File: src/rtl/regfile_write_port_ctrl_pkg.sv
// Shared types and defaults for the register-file write-port controller.
// Optional forwarding lookup is enabled by REGFILE_WRITE_FORWARD_EN.
package regfile_write_port_ctrl_pkg;

  localparam int DEF_ADDRESS_WIDTH = 5;
  localparam int DEF_DATA_WIDTH    = 32;
  localparam int DEF_DEPTH         = 4;

  typedef struct packed {
    logic [DEF_ADDRESS_WIDTH-1:0] address;
    logic [DEF_DATA_WIDTH-1:0]    data;
  } wr_entry_t;

  function automatic int cnt_width(input int depth);
    return $clog2(depth + 1);
  endfunction

endpackage

File: src/rtl/regfile_write_port_ctrl_if.sv
// Producer handshakes, register-file write bus and status of the write port.
// Lookup signals exist only with REGFILE_WRITE_FORWARD_EN.
interface regfile_write_port_ctrl_if
  import regfile_write_port_ctrl_pkg::*;
#(
  parameter int ADDRESS_WIDTH = DEF_ADDRESS_WIDTH,
  parameter int DATA_WIDTH    = DEF_DATA_WIDTH,
  parameter int DEPTH         = DEF_DEPTH
) ();

  localparam int CW = cnt_width(DEPTH);

  logic                      aluValid;
  logic [ADDRESS_WIDTH-1:0]  aluAddress;
  logic [DATA_WIDTH-1:0]     aluData;
  logic                      aluReady;
  logic                      longValid;
  logic [ADDRESS_WIDTH-1:0]  longAddress;
  logic [DATA_WIDTH-1:0]     longData;
  logic                      longReady;
  logic [ADDRESS_WIDTH-1:0]  writeAddress;
  logic [DATA_WIDTH-1:0]     writeData;
  logic                      regWrite;
  logic [2**ADDRESS_WIDTH-1:0] pendingMask;
  logic [CW-1:0]             count;
`ifdef REGFILE_WRITE_FORWARD_EN
  logic [ADDRESS_WIDTH-1:0]  lookupAddress;
  logic                      lookupHit;
  logic [DATA_WIDTH-1:0]     lookupData;
`endif

  modport master (
    output aluValid, aluAddress, aluData,
    output longValid, longAddress, longData,
    input  aluReady, longReady,
    input  writeAddress, writeData, regWrite,
    input  pendingMask, count
`ifdef REGFILE_WRITE_FORWARD_EN
    ,
    output lookupAddress,
    input  lookupHit, lookupData
`endif
  );

  modport slave (
    input  aluValid, aluAddress, aluData,
    input  longValid, longAddress, longData,
    output aluReady, longReady,
    output writeAddress, writeData, regWrite,
    output pendingMask, count
`ifdef REGFILE_WRITE_FORWARD_EN
    ,
    input  lookupAddress,
    output lookupHit, lookupData
`endif
  );

endinterface

File: src/rtl/regfile_write_fifo.sv
// In-order circular buffer of pending writes; entries exported oldest-first.
// Per-entry data is exported only with REGFILE_WRITE_FORWARD_EN.
module regfile_write_fifo
  import regfile_write_port_ctrl_pkg::*;
#(
  parameter int AW    = DEF_ADDRESS_WIDTH,
  parameter int DW    = DEF_DATA_WIDTH,
  parameter int DEPTH = DEF_DEPTH,
  parameter int CW    = cnt_width(DEPTH)
) (
  input  logic                   clk_i,
  input  logic                   rst_i,
  input  logic                   push_i,
  input  logic [AW-1:0]          addr_i,
  input  logic [DW-1:0]          data_i,
  input  logic                   pop_i,
  output logic                   full_o,
  output logic                   empty_o,
  output logic [CW-1:0]          count_o,
  output logic [DW-1:0]          head_data_o,
  output logic [DEPTH-1:0][AW-1:0] addr_o,
`ifdef REGFILE_WRITE_FORWARD_EN
  output logic [DEPTH-1:0][DW-1:0] data_o,
`endif
  output logic [DEPTH-1:0]       valid_o
);

  localparam int PW = $clog2(DEPTH);

  logic [DEPTH-1:0][AW-1:0] addr_q;
  logic [DEPTH-1:0][DW-1:0] data_q;
  logic [PW-1:0]            wr_q, rd_q;
  logic [CW-1:0]            cnt_q, cnt_d;

  always_comb begin
    cnt_d = cnt_q;
    unique case ({push_i, pop_i})
      2'b10:   cnt_d = cnt_q + CW'(1);
      2'b01:   cnt_d = cnt_q - CW'(1);
      default: cnt_d = cnt_q;
    endcase
  end

  always_ff @(posedge clk_i or posedge rst_i) begin
    if (rst_i) begin
      addr_q <= '0;
      data_q <= '0;
      wr_q   <= '0;
      rd_q   <= '0;
      cnt_q  <= '0;
    end else begin
      if (push_i) begin
        addr_q[wr_q] <= addr_i;
        data_q[wr_q] <= data_i;
        wr_q         <= wr_q + PW'(1);
      end
      if (pop_i) rd_q <= rd_q + PW'(1);
      cnt_q <= cnt_d;
    end
  end

  assign full_o      = (cnt_q == CW'(DEPTH));
  assign empty_o     = (cnt_q == '0);
  assign count_o     = cnt_q;
  assign head_data_o = data_q[rd_q];

  // Slot k holds the k-th oldest entry, so consumers see age order.
  always_comb begin
    addr_o  = '0;
    valid_o = '0;
`ifdef REGFILE_WRITE_FORWARD_EN
    data_o  = '0;
`endif
    for (int k = 0; k < DEPTH; k++) begin
      addr_o[k]  = addr_q[rd_q + PW'(k)];
      valid_o[k] = (CW'(k) < cnt_q);
`ifdef REGFILE_WRITE_FORWARD_EN
      data_o[k]  = data_q[rd_q + PW'(k)];
`endif
    end
  end

endmodule

File: src/rtl/regfile_write_port_ctrl.sv
// Arbitrates ALU and long-latency results into the register-file write port.
// REGFILE_WRITE_FORWARD_EN adds a youngest-match lookup over pending writes.
module regfile_write_port_ctrl
  import regfile_write_port_ctrl_pkg::*;
#(
  parameter int ADDRESS_WIDTH = DEF_ADDRESS_WIDTH,
  parameter int DATA_WIDTH    = DEF_DATA_WIDTH,
  parameter int DEPTH         = DEF_DEPTH
) (
  input  logic                    clock,
  input  logic                    reset,
  regfile_write_port_ctrl_if.slave bus
);

  localparam int AW = ADDRESS_WIDTH;
  localparam int DW = DATA_WIDTH;
  localparam int CW = cnt_width(DEPTH);

  logic                     full, empty, pop, push;
  logic                     long_xfer, alu_xfer;
  logic [AW-1:0]            sel_addr;
  logic [DW-1:0]            sel_data;
  logic [CW-1:0]            cnt;
  logic [DW-1:0]            head_data;
  logic [DEPTH-1:0][AW-1:0] ent_addr;
  logic [DEPTH-1:0]         ent_valid;
`ifdef REGFILE_WRITE_FORWARD_EN
  logic [DEPTH-1:0][DW-1:0] ent_data;
`endif

  logic [AW-1:0] wa_q, wa_d;
  logic [DW-1:0] wd_q, wd_d;
  logic          rw_q, rw_d;
  logic [2**AW-1:0] mask;

  // Readiness looks only at full: a same-cycle pop never frees a slot.
  assign bus.longReady = !full;
  assign bus.aluReady  = !full && !bus.longValid;
  assign long_xfer     = bus.longValid && !full;
  assign alu_xfer      = bus.aluValid && bus.aluReady;

  always_comb begin
    sel_addr = '0;
    sel_data = '0;
    unique case (1'b1)
      long_xfer: begin
        sel_addr = bus.longAddress;
        sel_data = bus.longData;
      end
      alu_xfer: begin
        sel_addr = bus.aluAddress;
        sel_data = bus.aluData;
      end
      default: ;
    endcase
  end

  assign push = (long_xfer || alu_xfer) && (sel_addr != '0);
  assign pop  = !empty;

  regfile_write_fifo #(
    .AW(AW), .DW(DW), .DEPTH(DEPTH), .CW(CW)
  ) u_fifo (
    .clk_i       (clock),
    .rst_i       (reset),
    .push_i      (push),
    .addr_i      (sel_addr),
    .data_i      (sel_data),
    .pop_i       (pop),
    .full_o      (full),
    .empty_o     (empty),
    .count_o     (cnt),
    .head_data_o (head_data),
    .addr_o      (ent_addr),
`ifdef REGFILE_WRITE_FORWARD_EN
    .data_o      (ent_data),
`endif
    .valid_o     (ent_valid)
  );

  always_comb begin
    wa_d = wa_q;
    wd_d = wd_q;
    rw_d = 1'b0;
    if (pop) begin
      wa_d = ent_addr[0];
      wd_d = head_data;
      rw_d = 1'b1;
    end
  end

  always_ff @(posedge clock or posedge reset) begin
    if (reset) begin
      wa_q <= '0;
      wd_q <= '0;
      rw_q <= 1'b0;
    end else begin
      wa_q <= wa_d;
      wd_q <= wd_d;
      rw_q <= rw_d;
    end
  end

  always_comb begin
    mask = '0;
    for (int k = 0; k < DEPTH; k++)
      if (ent_valid[k]) mask[ent_addr[k]] = 1'b1;
    if (rw_q) mask[wa_q] = 1'b1;
    mask[0] = 1'b0;
  end

  assign bus.writeAddress = wa_q;
  assign bus.writeData    = wd_q;
  assign bus.regWrite     = rw_q;
  assign bus.pendingMask  = mask;
  assign bus.count        = cnt;

`ifdef REGFILE_WRITE_FORWARD_EN
  logic          lk_hit;
  logic [DW-1:0] lk_data;

  // Output stage is oldest; later FIFO slots override earlier matches.
  always_comb begin
    lk_hit  = 1'b0;
    lk_data = '0;
    if (rw_q && wa_q == bus.lookupAddress) begin
      lk_hit  = 1'b1;
      lk_data = wd_q;
    end
    for (int k = 0; k < DEPTH; k++) begin
      if (ent_valid[k] && ent_addr[k] == bus.lookupAddress) begin
        lk_hit  = 1'b1;
        lk_data = ent_data[k];
      end
    end
    if (bus.lookupAddress == '0) begin
      lk_hit  = 1'b0;
      lk_data = '0;
    end
  end

  assign bus.lookupHit  = lk_hit;
  assign bus.lookupData = lk_data;
`endif

endmodule

File: src/flat_wrapper.sv
// flat-port wrapper written by rule: the top's interface ports become plain ports
module regfile_write_port_ctrl_flat import regfile_write_port_ctrl_pkg::*;
#(
  parameter int ADDRESS_WIDTH = DEF_ADDRESS_WIDTH,
  parameter int DATA_WIDTH    = DEF_DATA_WIDTH,
  parameter int DEPTH         = DEF_DEPTH
)
  (clock, reset, bus_aluValid, bus_aluAddress, bus_aluData, bus_longValid, bus_longAddress, bus_longData, bus_aluReady, bus_longReady, bus_writeAddress, bus_writeData, bus_regWrite, bus_pendingMask, bus_count);
  regfile_write_port_ctrl_if #(.ADDRESS_WIDTH(ADDRESS_WIDTH), .DATA_WIDTH(DATA_WIDTH), .DEPTH(DEPTH)) bus_i ();
  input  logic clock;
  input  logic reset;
  input wire logic [$bits(bus_i.aluValid)-1:0] bus_aluValid;
  input wire logic [$bits(bus_i.aluAddress)-1:0] bus_aluAddress;
  input wire logic [$bits(bus_i.aluData)-1:0] bus_aluData;
  input wire logic [$bits(bus_i.longValid)-1:0] bus_longValid;
  input wire logic [$bits(bus_i.longAddress)-1:0] bus_longAddress;
  input wire logic [$bits(bus_i.longData)-1:0] bus_longData;
  output wire logic [$bits(bus_i.aluReady)-1:0] bus_aluReady;
  output wire logic [$bits(bus_i.longReady)-1:0] bus_longReady;
  output wire logic [$bits(bus_i.writeAddress)-1:0] bus_writeAddress;
  output wire logic [$bits(bus_i.writeData)-1:0] bus_writeData;
  output wire logic [$bits(bus_i.regWrite)-1:0] bus_regWrite;
  output wire logic [$bits(bus_i.pendingMask)-1:0] bus_pendingMask;
  output wire logic [$bits(bus_i.count)-1:0] bus_count;
  assign bus_i.aluValid = bus_aluValid;
  assign bus_i.aluAddress = bus_aluAddress;
  assign bus_i.aluData = bus_aluData;
  assign bus_i.longValid = bus_longValid;
  assign bus_i.longAddress = bus_longAddress;
  assign bus_i.longData = bus_longData;
  assign bus_aluReady = bus_i.aluReady;
  assign bus_longReady = bus_i.longReady;
  assign bus_writeAddress = bus_i.writeAddress;
  assign bus_writeData = bus_i.writeData;
  assign bus_regWrite = bus_i.regWrite;
  assign bus_pendingMask = bus_i.pendingMask;
  assign bus_count = bus_i.count;
  regfile_write_port_ctrl #(.ADDRESS_WIDTH(ADDRESS_WIDTH), .DATA_WIDTH(DATA_WIDTH), .DEPTH(DEPTH)) u_core (.clock(clock), .reset(reset), .bus(bus_i));
endmodule
File: config.mk
export PLATFORM = sky130hd
export DESIGN_NAME = regfile_write_port_ctrl_flat
export DESIGN_NICKNAME = d
export VERILOG_FILES = /design/src/rtl/regfile_write_port_ctrl_pkg.sv /design/src/rtl/regfile_write_port_ctrl_if.sv /design/src/rtl/regfile_write_fifo.sv /design/src/rtl/regfile_write_port_ctrl.sv /design/src/flat_wrapper.sv
export SDC_FILE = /design/constraint.sdc
export NUM_CORES = 1
export LEC_CHECK = 0
export ABC_AREA = 1
export BUFFER_PORTS_ARGS = -buffer_cell sky130_fd_sc_hd__buf_2
export CORE_AREA = 2 2 111 220
export CTS_CLUSTER_DIAMETER = 120
export CTS_CLUSTER_SIZE = 28
export DETAILED_ROUTE_END_ITERATION = 6
export DIE_AREA = 0 0 113 222
export GPL_TIMING_DRIVEN = 0
export PLACE_DENSITY_LB_ADDON = 0.1
export SLEW_MARGIN = 15
export SYNTH_ARGS = -nofsm -noshare
export SYNTH_HDL_FRONTEND = slang
export SYNTH_SLANG_ARGS = --single-unit
export TNS_END_PERCENT = 5
File: constraint.sdc
create_clock -name clock -period 5.25 [get_ports clock]
set_input_delay 0.2625 -clock clock [delete_from_list [all_inputs] [get_ports clock]]
set_output_delay 0.2625 -clock clock [all_outputs]
set_load 0.05 [all_outputs]
==> out/results.tsv <==
metric	value	unit
Yosys warnings	0	
total clock sinks	193	
PnR Total Power	10.0	mW
maximum capacitance violations	0	
largest area contributor in the netlist	dfrtp_1	
setup TNS	0	ps
slew margin rel.	35.2	%
startpoint of the worst hold path	bus_longAddress[0]	
Final ANT Viol Nets	0	
share of post-route cells with drive strength above 1	13.3	%
initial antenna violation count	1	
routability congestion estimate	1.02	
final cell utilization of the core	57.3	%
RSZ-0062 raised after global routing	no	
GRT overflow	0	
nets	1981	
Power Density	748	mW/mm^2
Pleak	7.38	nW
Clock Tree Buf Depth	2	
Worst Setup End Kind	output port	
WP data required	4990	ps
r2r endpoint	u_core.u_fifo.count_o[2]$_DFFE_PP0P_	
reg-to-reg slack, setup	1910	ps
post_cts resized	0	
cell area after synthesis	0.0115	sq mm
crit path DAT	3460	ps
Internal Pwr Total	4.42	mW
post-synth top area share	42.1	%
Initial Utilization	49.1	%
dpl hpwl	35000	um
Inserted Clock Buffers	17	
status	finished, violations left	
ys flop type	dfrtp_1	
largest net degree at the start of global routing	34	
Mapped Cells	1717	
Die Y	222	um
Clock transition at path regs	70	ps
Worst Skew	9.00	ps
setup ws final	1530	ps
combinational power share	59.8	%
async set-or-reset flop fraction in the synthesized netlist	100	%
DIE WIDTH	113	um
VDD IR max	0.388	mV
Post-route DRC	22	
drt total wl	47000	um
Synth area leaders	dfrtp_1, nand2_1, nand3_1	
Pre-antenna DRT Iters	7	
clock share of power	14.7	%
Iteration-0 DRC Markers	1135	
io pins	153	
# port buffers	151	
R2R Path Start	u_core.u_fifo.count_o[0]$_DFFE_PP0P_	
clk_lat worst skew	450	ps
average size of a mapped cell	6.67	sq um
# setup viols final	0	
hold slack	280	ps
Via-to-Cell Ratio	5.62	
TritonCTS clock tree	yes	
switching share of power	55.8	%
actual slew at the worst max-slew pin	973	ps
sequential share of the synthesized area	42.1	%
net switching power	5.58	mW
setup bufs post-CTS	0	
Worst Hold Endpoint	u_core.u_fifo.addr_q[10]$_DFFE_PP0P_	
GRT Util Overall	38.2	%
achievable frequency	269	MHz
final period utilization	70.9	%
vias in the first global route	12089	
hold buffers post-CTS	1	
synth unique cells	33	
drt wl/cell	21.4	um
Max Transition Viols Final	0	
worst hold path depth	5	
Final Hold Vio Count	0	
first-pass GRT wire length	71000	um
Hold WC Path Type	in -> reg	
Sequential Power Share	25.6	%
Setup CP Type	reg -> out	
CTS Root Cell	clkbuf_16	
area delta synth->final	16.7	%
die outline area	0.0251	sq mm
cell row count	79	
Crit Path Max Fanout	6	
Post-synth EDFFs	0	
min cycle time layout	3720	ps
register bit total from synthesis	193	
failing checks	DRC	
Startpoint Class	flip-flop	
H-tree levels	4	
Core Region	0.0233	sq mm
via count	12315	
worst slack at placement	1900	ps
R2R cell count	10	
Synth Net Count	1804	
cells by family (layout without fill, tap and decap cells):
| family | count (synthesis) | in the layout | synth area share [%] |
|---|---|---|---|
| and+or+nand+nor | 1244 | 1244 | 44.8 |
| DFF | 193 | 193 | 42.1 |
| buffers and inverters | 189 | 379 | 7.53 |
| AOI/OAI and AO/OA | 76 | 76 | 4.13 |
| adders and majority gates | 9 | 9 | 0.983 |
| xor gates and xnor gates | 5 | 5 | 0.382 |
| other | 1 | 2 | 0.0327 |
layout make-up:
cell class,count,area (sq um)
timing repair buffer,158,893
fill,2359,9960
clock inverter,13,206
inverter,102,389
clock buffer,19,453
sequential,193,4830
multi-input combinational,1335,5770
tap,283,354
antenna,1,2.50
buffer,87,478
per-layer routing:
layer | global-route usage [%] | wire, um | up-vias
li1 | - | - | 5773
met1 | 36.9 | 14800 | 5750
met2 | 66.7 | 24100 | 572
met3 | 8.42 | 3090 | 220
met4 | 33.5 | 5030 | 0
met5 | 0 | 0 | -
layout by cell type, fill, tap and decap left out, drive strengths merged:
cell type    instances
nor2               195
o21ai               44
a41oi                8
nand4               23
xor2                 3
nand3              232
clkinv               5
nand2              780
clkinvlp             3
ha                   9
diode                1
or2                  3
dlygate4sd3          1
a31oi                5
nor3                11
bufinv               5
inv                102
clkbuf              59
buf                204
xnor2                2
dfrtp              193
a22oi               18
conb                 1
o22ai                1
stage by stage:
stage	cell area (sq um)	cells
after floorplan	11500	1717
after global placement	12600	2151
after detailed placement	12700	2157
after CTS	13400	2190
after global routing	13400	2190
final	13400	2191
critical path, cell delays in order, from the launching register on:
cell,delay (ps)
dfrtp_1,440
inv_1,160
ha_1,160
inv_1,30
o21ai_0,680
inv_1,200
nand3_1,310
nor2_1,100
nor2_1,530
nand2_1,150
buf_2,250
worst max path at each step:
stage,start,cells past startpoint,end,slack (ps)
3_3_place_gp,reset,2,u_core.u_fifo.count_o[2]$_DFFE_PP0P_,1250
2_1_floorplan,u_core.u_fifo.count_o[0]$_DFFE_PP0P_,15,u_core.u_fifo.count_o[2]$_DFFE_PP0P_,2260
6_report,u_core.u_fifo.count_o[1]$_DFFE_PP0P_,10,bus_pendingMask[2],1530
4_1_cts,u_core.u_fifo.count_o[0]$_DFFE_PP0P_,10,u_core.u_fifo.count_o[2]$_DFFE_PP0P_,1890
5_1_grt,u_core.u_fifo.count_o[1]$_DFFE_PP0P_,10,bus_pendingMask[5],1450
3_5_place_dp,u_core.u_fifo.count_o[0]$_DFFE_PP0P_,10,u_core.u_fifo.count_o[2]$_DFFE_PP0P_,1900
synthesized netlist by cell type (4+ instances only):
cell type	n
a22oi_1	18
dfrtp_1	193
buf_2	27
a31oi_1	5
nor2_1	194
nand3_1	230
nand2_1	771
inv_1	98
nor3_1	11
o21ai_0	42
nand4_1	23
clkbuf_1	40
buf_6	10
buf_4	7
nand2_2	4
a41oi_1	8
ha_1	9
power by group through the flow:
stage | Clock [mW] | Combinational [mW] | Sequential [mW]
detailed placement | 0 | 5.82 | 2.56
CTS | 1.47 | 5.84 | 2.54
finish | 1.47 | 5.98 | 2.56
global route | 1.54 | 6.46 | 2.61
global placement | 0 | 5.74 | 2.55
floorplan | 0 | 3.58 | 2.90
registers in the layout (all words and copies together) (netlist names):
name and flops:
u_core.u_fifo.data_q 128, u_core.bus.writeData 32, u_core.u_fifo.addr_q 20, u_core.bus.writeAddress 5, u_core.u_fifo.count_o 3, u_core.u_fifo.rd_q 2
u_core.u_fifo.wr_q 2, u_core.bus.regWrite 1
No activity file was read; power rests on OpenSTA's default activity.
